--- src/rtl/trap_ctrl_pkg.sv ---
// trap_ctrl_pkg: shared definitions for the machine-mode trap controller.
//   - FSM state encoding
//   - default mcause values for the traps this controller raises
//   - mtvec mode field encodings
// Optional feature macro: TRAP_VECTORED_MTVEC_EN (see trap_target_calc).
package trap_ctrl_pkg;

  typedef enum logic [1:0] {
    ST_IDLE = 2'd0,
    ST_SAVE = 2'd1,
    ST_JUMP = 2'd2,
    ST_RET  = 2'd3
  } state_e;

  localparam logic [31:0] DEF_CAUSE_ECALL_M = 32'd11;
  localparam logic [31:0] DEF_CAUSE_MTIMER  = 32'h8000_0007;

  localparam logic [1:0] MTVEC_DIRECT   = 2'b00;
  localparam logic [1:0] MTVEC_VECTORED = 2'b01;

endpackage

--- src/rtl/trap_ctrl_target_calc.sv ---
// trap_target_calc: combinational redirect-PC mux.
//   sel_mepc_i  1     select mepc (mret return) instead of the trap vector
//   mtvec_i     XLEN  current mtvec (base + mode)
//   mepc_i      XLEN  current mepc
//   cause_i     XLEN  latched mcause (only with TRAP_VECTORED_MTVEC_EN)
//   target_o    XLEN  redirect PC
// Macro TRAP_VECTORED_MTVEC_EN: when defined, interrupts with mtvec mode
// 2'b01 vector to base + 4*cause; otherwise direct mode is always used.
module trap_target_calc
  import trap_ctrl_pkg::*;
#(
  parameter int XLEN = 32
) (
  input  logic            sel_mepc_i,
  input  logic [XLEN-1:0] mtvec_i,
  input  logic [XLEN-1:0] mepc_i,
`ifdef TRAP_VECTORED_MTVEC_EN
  input  logic [XLEN-1:0] cause_i,
`endif
  output logic [XLEN-1:0] target_o
);

  // Masking (rather than slicing) keeps every mtvec bit consumed in direct mode.
  localparam logic [XLEN-1:0] BASE_MASK = ~(XLEN'(3));

  logic [XLEN-1:0] base;

  always_comb begin
    base     = mtvec_i & BASE_MASK;
    target_o = base;
`ifdef TRAP_VECTORED_MTVEC_EN
    // Interrupt bit is cause MSB; shifting by 2 drops the top two bits,
    // which is exactly 4*cause[XLEN-2:0] truncated to XLEN.
    if (cause_i[XLEN-1] && (mtvec_i[1:0] == MTVEC_VECTORED))
      target_o = base + (cause_i << 2);
`endif
    if (sel_mepc_i)
      target_o = mepc_i;
  end

endmodule

--- src/rtl/trap_ctrl.sv ---
// trap_ctrl: sequences trap entry (ecall / timer interrupt) and mret return
// around the machine-mode CSR file, flushing the front end and redirecting
// the IFU through a valid/ready handshake.
// Ports:
//   clk_i, rst_i          clock, synchronous active-high reset
//   valid_i / ready_o     retiring-instruction event handshake (ready in IDLE)
//   pc_i, is_ecall_i, is_mret_i   retiring instruction info
//   irq_timer_i, mie_i    level timer interrupt and mstatus.MIE
//   mtvec_i, mepc_i       current CSR values
//   csr_ecall_o, mepc_o, mcause_o   trap-entry strobe and CSR write data
//   csr_mret_o            mret strobe (restore MIE)
//   flush_o               kill younger instructions
//   redirect_valid_o / redirect_ready_i / redirect_pc_o   IFU redirect
// Macro TRAP_VECTORED_MTVEC_EN enables vectored interrupt targets.
module trap_ctrl
  import trap_ctrl_pkg::*;
#(
  parameter int              XLEN          = 32,
  parameter logic [XLEN-1:0] CAUSE_ECALL_M = XLEN'(DEF_CAUSE_ECALL_M),
  parameter logic [XLEN-1:0] CAUSE_MTIMER  = XLEN'(DEF_CAUSE_MTIMER)
) (
  input  logic            clk_i,
  input  logic            rst_i,
  input  logic            valid_i,
  output logic            ready_o,
  input  logic [XLEN-1:0] pc_i,
  input  logic            is_ecall_i,
  input  logic            is_mret_i,
  input  logic            irq_timer_i,
  input  logic            mie_i,
  input  logic [XLEN-1:0] mtvec_i,
  input  logic [XLEN-1:0] mepc_i,
  output logic            csr_ecall_o,
  output logic            csr_mret_o,
  output logic [XLEN-1:0] mepc_o,
  output logic [XLEN-1:0] mcause_o,
  output logic            flush_o,
  output logic            redirect_valid_o,
  input  logic            redirect_ready_i,
  output logic [XLEN-1:0] redirect_pc_o
);

  state_e          state_q;
  logic            ready_q, flush_q, rvalid_q, ecall_q, mret_q;
  logic [XLEN-1:0] pc_q, cause_q;
  logic [XLEN-1:0] target;
  logic            take_irq;

  // Interrupt outranks the retiring instruction, whose flags are then ignored.
  assign take_irq = irq_timer_i & mie_i;

  always_ff @(posedge clk_i) begin
    if (rst_i) begin
      state_q  <= ST_IDLE;
      ready_q  <= 1'b1;
      flush_q  <= 1'b0;
      rvalid_q <= 1'b0;
      ecall_q  <= 1'b0;
      mret_q   <= 1'b0;
      pc_q     <= '0;
      cause_q  <= '0;
    end else begin
      case (state_q)
        ST_IDLE: begin
          if (valid_i) begin
            if (take_irq || is_ecall_i) begin
              pc_q    <= pc_i;
              cause_q <= take_irq ? CAUSE_MTIMER : CAUSE_ECALL_M;
              state_q <= ST_SAVE;
              ready_q <= 1'b0;
              flush_q <= 1'b1;
              ecall_q <= 1'b1;
            end else if (is_mret_i) begin
              // mret redirects in the same cycle as its strobe.
              state_q  <= ST_RET;
              ready_q  <= 1'b0;
              flush_q  <= 1'b1;
              rvalid_q <= 1'b1;
              mret_q   <= 1'b1;
            end
          end
        end
        ST_SAVE: begin
          ecall_q  <= 1'b0;
          rvalid_q <= 1'b1;
          state_q  <= ST_JUMP;
        end
        ST_JUMP, ST_RET: begin
          // Strobe only on the first RET cycle, even if the IFU stalls.
          mret_q <= 1'b0;
          if (redirect_ready_i) begin
            state_q  <= ST_IDLE;
            ready_q  <= 1'b1;
            flush_q  <= 1'b0;
            rvalid_q <= 1'b0;
          end
        end
        default: state_q <= ST_IDLE;
      endcase
    end
  end

  // Target is read from live CSRs in JUMP/RET, i.e. after the SAVE write.
  trap_target_calc #(.XLEN(XLEN)) u_target (
    .sel_mepc_i (state_q == ST_RET),
    .mtvec_i    (mtvec_i),
    .mepc_i     (mepc_i),
`ifdef TRAP_VECTORED_MTVEC_EN
    .cause_i    (cause_q),
`endif
    .target_o   (target)
  );

  assign ready_o          = ready_q;
  assign flush_o          = flush_q;
  assign csr_ecall_o      = ecall_q;
  assign csr_mret_o       = mret_q;
  assign redirect_valid_o = rvalid_q;
  assign redirect_pc_o    = rvalid_q ? target : '0;
  assign mepc_o           = ecall_q ? pc_q : '0;
  assign mcause_o         = ecall_q ? cause_q : '0;

endmodule

--- config.mk ---
export PLATFORM = sky130hd
export DESIGN_NAME = trap_ctrl
export DESIGN_NICKNAME = d
export VERILOG_FILES = /design/src/rtl/trap_ctrl_pkg.sv /design/src/rtl/trap_ctrl_target_calc.sv /design/src/rtl/trap_ctrl.sv
export SDC_FILE = /design/constraint.sdc
export NUM_CORES = 1
export LEC_CHECK = 0
export CAP_MARGIN = 20
export CORE_MARGIN = 1
export CORE_UTILIZATION = 38
export CTS_CLUSTER_SIZE = 30
export DETAILED_ROUTE_END_ITERATION = 8
export HOLD_SLACK_MARGIN = 0.12
export PLACE_DENSITY_LB_ADDON = 0.05
export SLEW_MARGIN = 20
export SYNTH_ARGS = -nofsm -noshare
export SYNTH_HDL_FRONTEND = slang
export SYNTH_SLANG_ARGS = --single-unit
export TNS_END_PERCENT = 30
--- constraint.sdc ---
create_clock -name clk_i -period 2.1 [get_ports clk_i]
set_clock_uncertainty 0.05 [all_clocks]
set_input_delay 0.315 -clock clk_i [delete_from_list [all_inputs] [get_ports clk_i]]
set_output_delay 0.315 -clock clk_i [all_outputs]
set_load 0.01 [all_outputs]
==> results <==
[routing by layer]
| layer | share of wire, % | vias up |
|---|---|---|
| met5 | 0 | - |
| met4 | 1.0 | 0 |
| met3 | 8.7 | 8 |
| met2 | 48 | 119 |
| met1 | 42 | 1319 |
| li1 | - | 1476 |
[where the power goes]
part | internal (mW) | total [mW] | switching (mW)
registers | 0.853 | 0.884 | 0.0313
logic | 0.366 | 0.645 | 0.279
clock network | 0.234 | 0.522 | 0.288
total | 1.45 | 2.05 | 0.598
[cell families (layout without fill, tap and decap cells)]
logic type | count (synthesis) | count (layout) | synth area share, %
AND/OR/NAND/NOR | 177 | 177 | 37.2
AO/OA/AOI/OAI | 78 | 78 | 17.4
buffers and inverters | 62 | 201 | 15.1
flip-flops | 42 | 42 | 30.1
other | 1 | 27 | 0.134
[cells in the final DEF (no fill, tap or decap), drive strengths merged, types with 2 or more instances in the layout]
| cell type | netlist | final |
|---|---|---|
| clkdlybuf4s50 | 0 | 143 |
| nand2 | 63 | 63 |
| dfxtp | 42 | 42 |
| and2 | 37 | 37 |
| nand2b | 34 | 34 |
| o21ai | 33 | 33 |
| nand4b | 32 | 32 |
| a21boi | 30 | 30 |
| conb | 1 | 27 |
| dlygate4sd2 | 0 | 20 |
| buf | 43 | 20 |
| a21oi | 10 | 10 |
| clkbuf | 19 | 8 |
| nand3 | 3 | 3 |
| clkdlybuf4s15 | 0 | 3 |
| dlymetal6s2s | 0 | 3 |
| and3 | 2 | 2 |
| nor2b | 2 | 2 |
| clkinv | 0 | 2 |
| nor3b | 2 | 2 |
[sequential cells by signal (all words and copies together), names as in the netlist]
signal	flops
cause_q	3
flush_o	1
csr_ecall_o	1
ready_o	1
state_q	2
redirect_valid_o	1
csr_mret_o	1
pc_q	32
[cells in the mapped netlist (2+ instances only)]
cell type / n / area [sq um]
and3_1: 2 / 12.5
a21boi_0: 25 / 188
a21oi_1: 10 / 50.1
nand2b_1: 34 / 213
o21ai_1: 31 / 155
nand2_1: 63 / 236
nand3_1: 3 / 15.0
dfxtp_1: 42 / 841
clkbuf_1: 19 / 71.3
nand4b_1: 32 / 280
a21boi_1: 5 / 37.5
o21ai_0: 2 / 10.0
nor2b_1: 2 / 12.5
buf_4: 34 / 255
and2_1: 36 / 225
buf_6: 8 / 90.1
[critical path, delay by kind of cell, from the launching register on]
| family | cells | cell delay (ps) |
|---|---|---|
| buffers and inverters | 2 | 660 |
| flip-flops | 1 | 380 |
| AND/OR/NAND/NOR | 2 | 350 |
[cell type report]
cell class	count	area (sq um)	area share (%)
clock buffer	5	68.8	1.50
multi-input combinational	282	1640	35.8
timing repair buffer	193	1890	41.2
clock inverter	3	18.8	0.410
sequential	42	843	18.4
tap	96	120	2.63
[through the flow]
stage | instances | setup WS [ps]
floorplan | 386 | 590
global placement | 613 | -87.8
detailed placement | 613 | -34.1
CTS | 621 | -26.3
global route | 621 | -20.8
finish | 621 | 77.5
[final timing paths]
path                                         startpoint              endpoint  slack, ps
worst max register to register  state_q[0]$_SDFFE_PP0P_  pc_q[1]$_SDFFE_PP0P_        580
worst min register to register     pc_q[8]$_SDFFE_PP0P_  pc_q[8]$_SDFFE_PP0P_        410
worst min-delay path               pc_q[8]$_SDFFE_PP0P_  pc_q[8]$_SDFFE_PP0P_        410
worst max-delay path            state_q[0]$_SDFFE_PP0P_      redirect_pc_o[0]         80
[repair_timing]
item	4_1_cts	5_1_grt
setup endpoints to repair	30	11
hold buffers	0	0
gates cloned	0	0
resized for setup	35	15
==> impl_metrics.csv <==
group,metric,value,unit
logic_synthesis,synth_ff_type,"dfxtp_1",
logic_synthesis,synth-seq-cells,42,
global_routing,grt_pass1_vias,2677,
power,p_per_area,448,nW/um^2
timing,fmax,494,MHz
layout,fin_util,65.9,%
timing,rsz0062_at_grt,"yes",
layout,nets,628,
route,dr.pass1.iters,5,
status,outcome,"complete, no violations",
placed_design,dpl.hpwl,6400,um
clock_tree,htree_num_levels,2,
floorplan,die_y,87.7,um
placed_design,dpl_cell_area,4500,sq um
layout,syn2layout_area_growth,64.0,%
layout,fillers,635,
setup_path,crit_required,1740,ps
power,ir_worst_vdd,0.392,mV
global_routing,grt_busiest_layer,"met2",
setup_path,worstPathArrival,1660,ps
timing,min_period,2020,ps
route,viasPerCell,4.71,
global_routing,grt_pass1_wl,13300,um
timing,drv_slew,0,
global_routing,grt.met3_usage,6.50,%
logic_synthesis,synth-warning-count,0,
layout,final_area,4570,sq um
power,power,2.05,mW
clock_tree,clk_latency,280,ps
hold_path,whs_path_depth,2,
global_routing,use_met2,38.4,%
logic_synthesis,synth_edf_count,0,
route,drc,0,
timing,fin_crit_sh,96.3,%
clock_tree,cts_tree,"built",
clock_tree,numClockSinks,42,
logic_synthesis,avgSynthCellArea,7.75,sq um
global_routing,grt_max_degree,75,
global_routing,track_usage,22.0,%
route,drt-initial-drc-count,78,
global_routing,antenna_found_initial,0,
floorplan,die_w,87.7,um
logic_synthesis,ys_async_sr_fraction,0,%
global_routing,grt_overflow_total,0,
clock_tree,root_buffer,"clkbuf_8",
logic_synthesis,yosysUniqueCellTypes,28,
setup_path,crit_fanout,11,
setup_path,slowest_delay,540,ps
layout,n_antenna_cell,0,
setup_path,worstSetupPathType,"reg -> out",
clock_tree,clk_pin_slew_worst_paths,90,ps
timing,setup_tns,0,ps
timing,setup_viol,0,
global_routing,grtUsageMet1,26.9,%
timing,hold_viol_final,0,
floorplan,dieArea,7690,sq um
route,ant_nets,0,
route,drt_wl_total,8720,um
power,total_leakage_power,1.88,nW
logic_synthesis,yosysSeqAreaShare,30.1,%
logic_synthesis,postSynthCellCount,360,
route,dr_total_vias,2922,
setup_path,crit_slowest_cell,"clkdlybuf4s50_1",
floorplan,pin_count,205,
route,wire_per_inst,14.0,um
floorplan,rows,30,
setup_path,worstPathCellList,"and2_4, buf_12, and3_1, clkdlybuf4s50_1",
flow_run,cap_violations,0,
logic_synthesis,syn_area,2790,sq um
setup_path,cp-end-kind,"primary output",
setup_path,critPathLaunchType,"flip-flop",
floorplan,coreArea,6940,sq um
timing,whs,413,ps
setup_path,rr_worst_depth,4,
layout,drive_gt1_share,7.62,%
hold_path,min-delay-path-class,"reg -> reg",
clock_tree,post_cts_buffers,0,
clock_tree,cts_buffers,5,
clock_tree,clockBufferDepth,2,
floorplan,start_util,40.2,%
placed_design,io_buffers,175,
placed_design,gp_congestion,0.700,
Power figures use the tool's default switching activity.
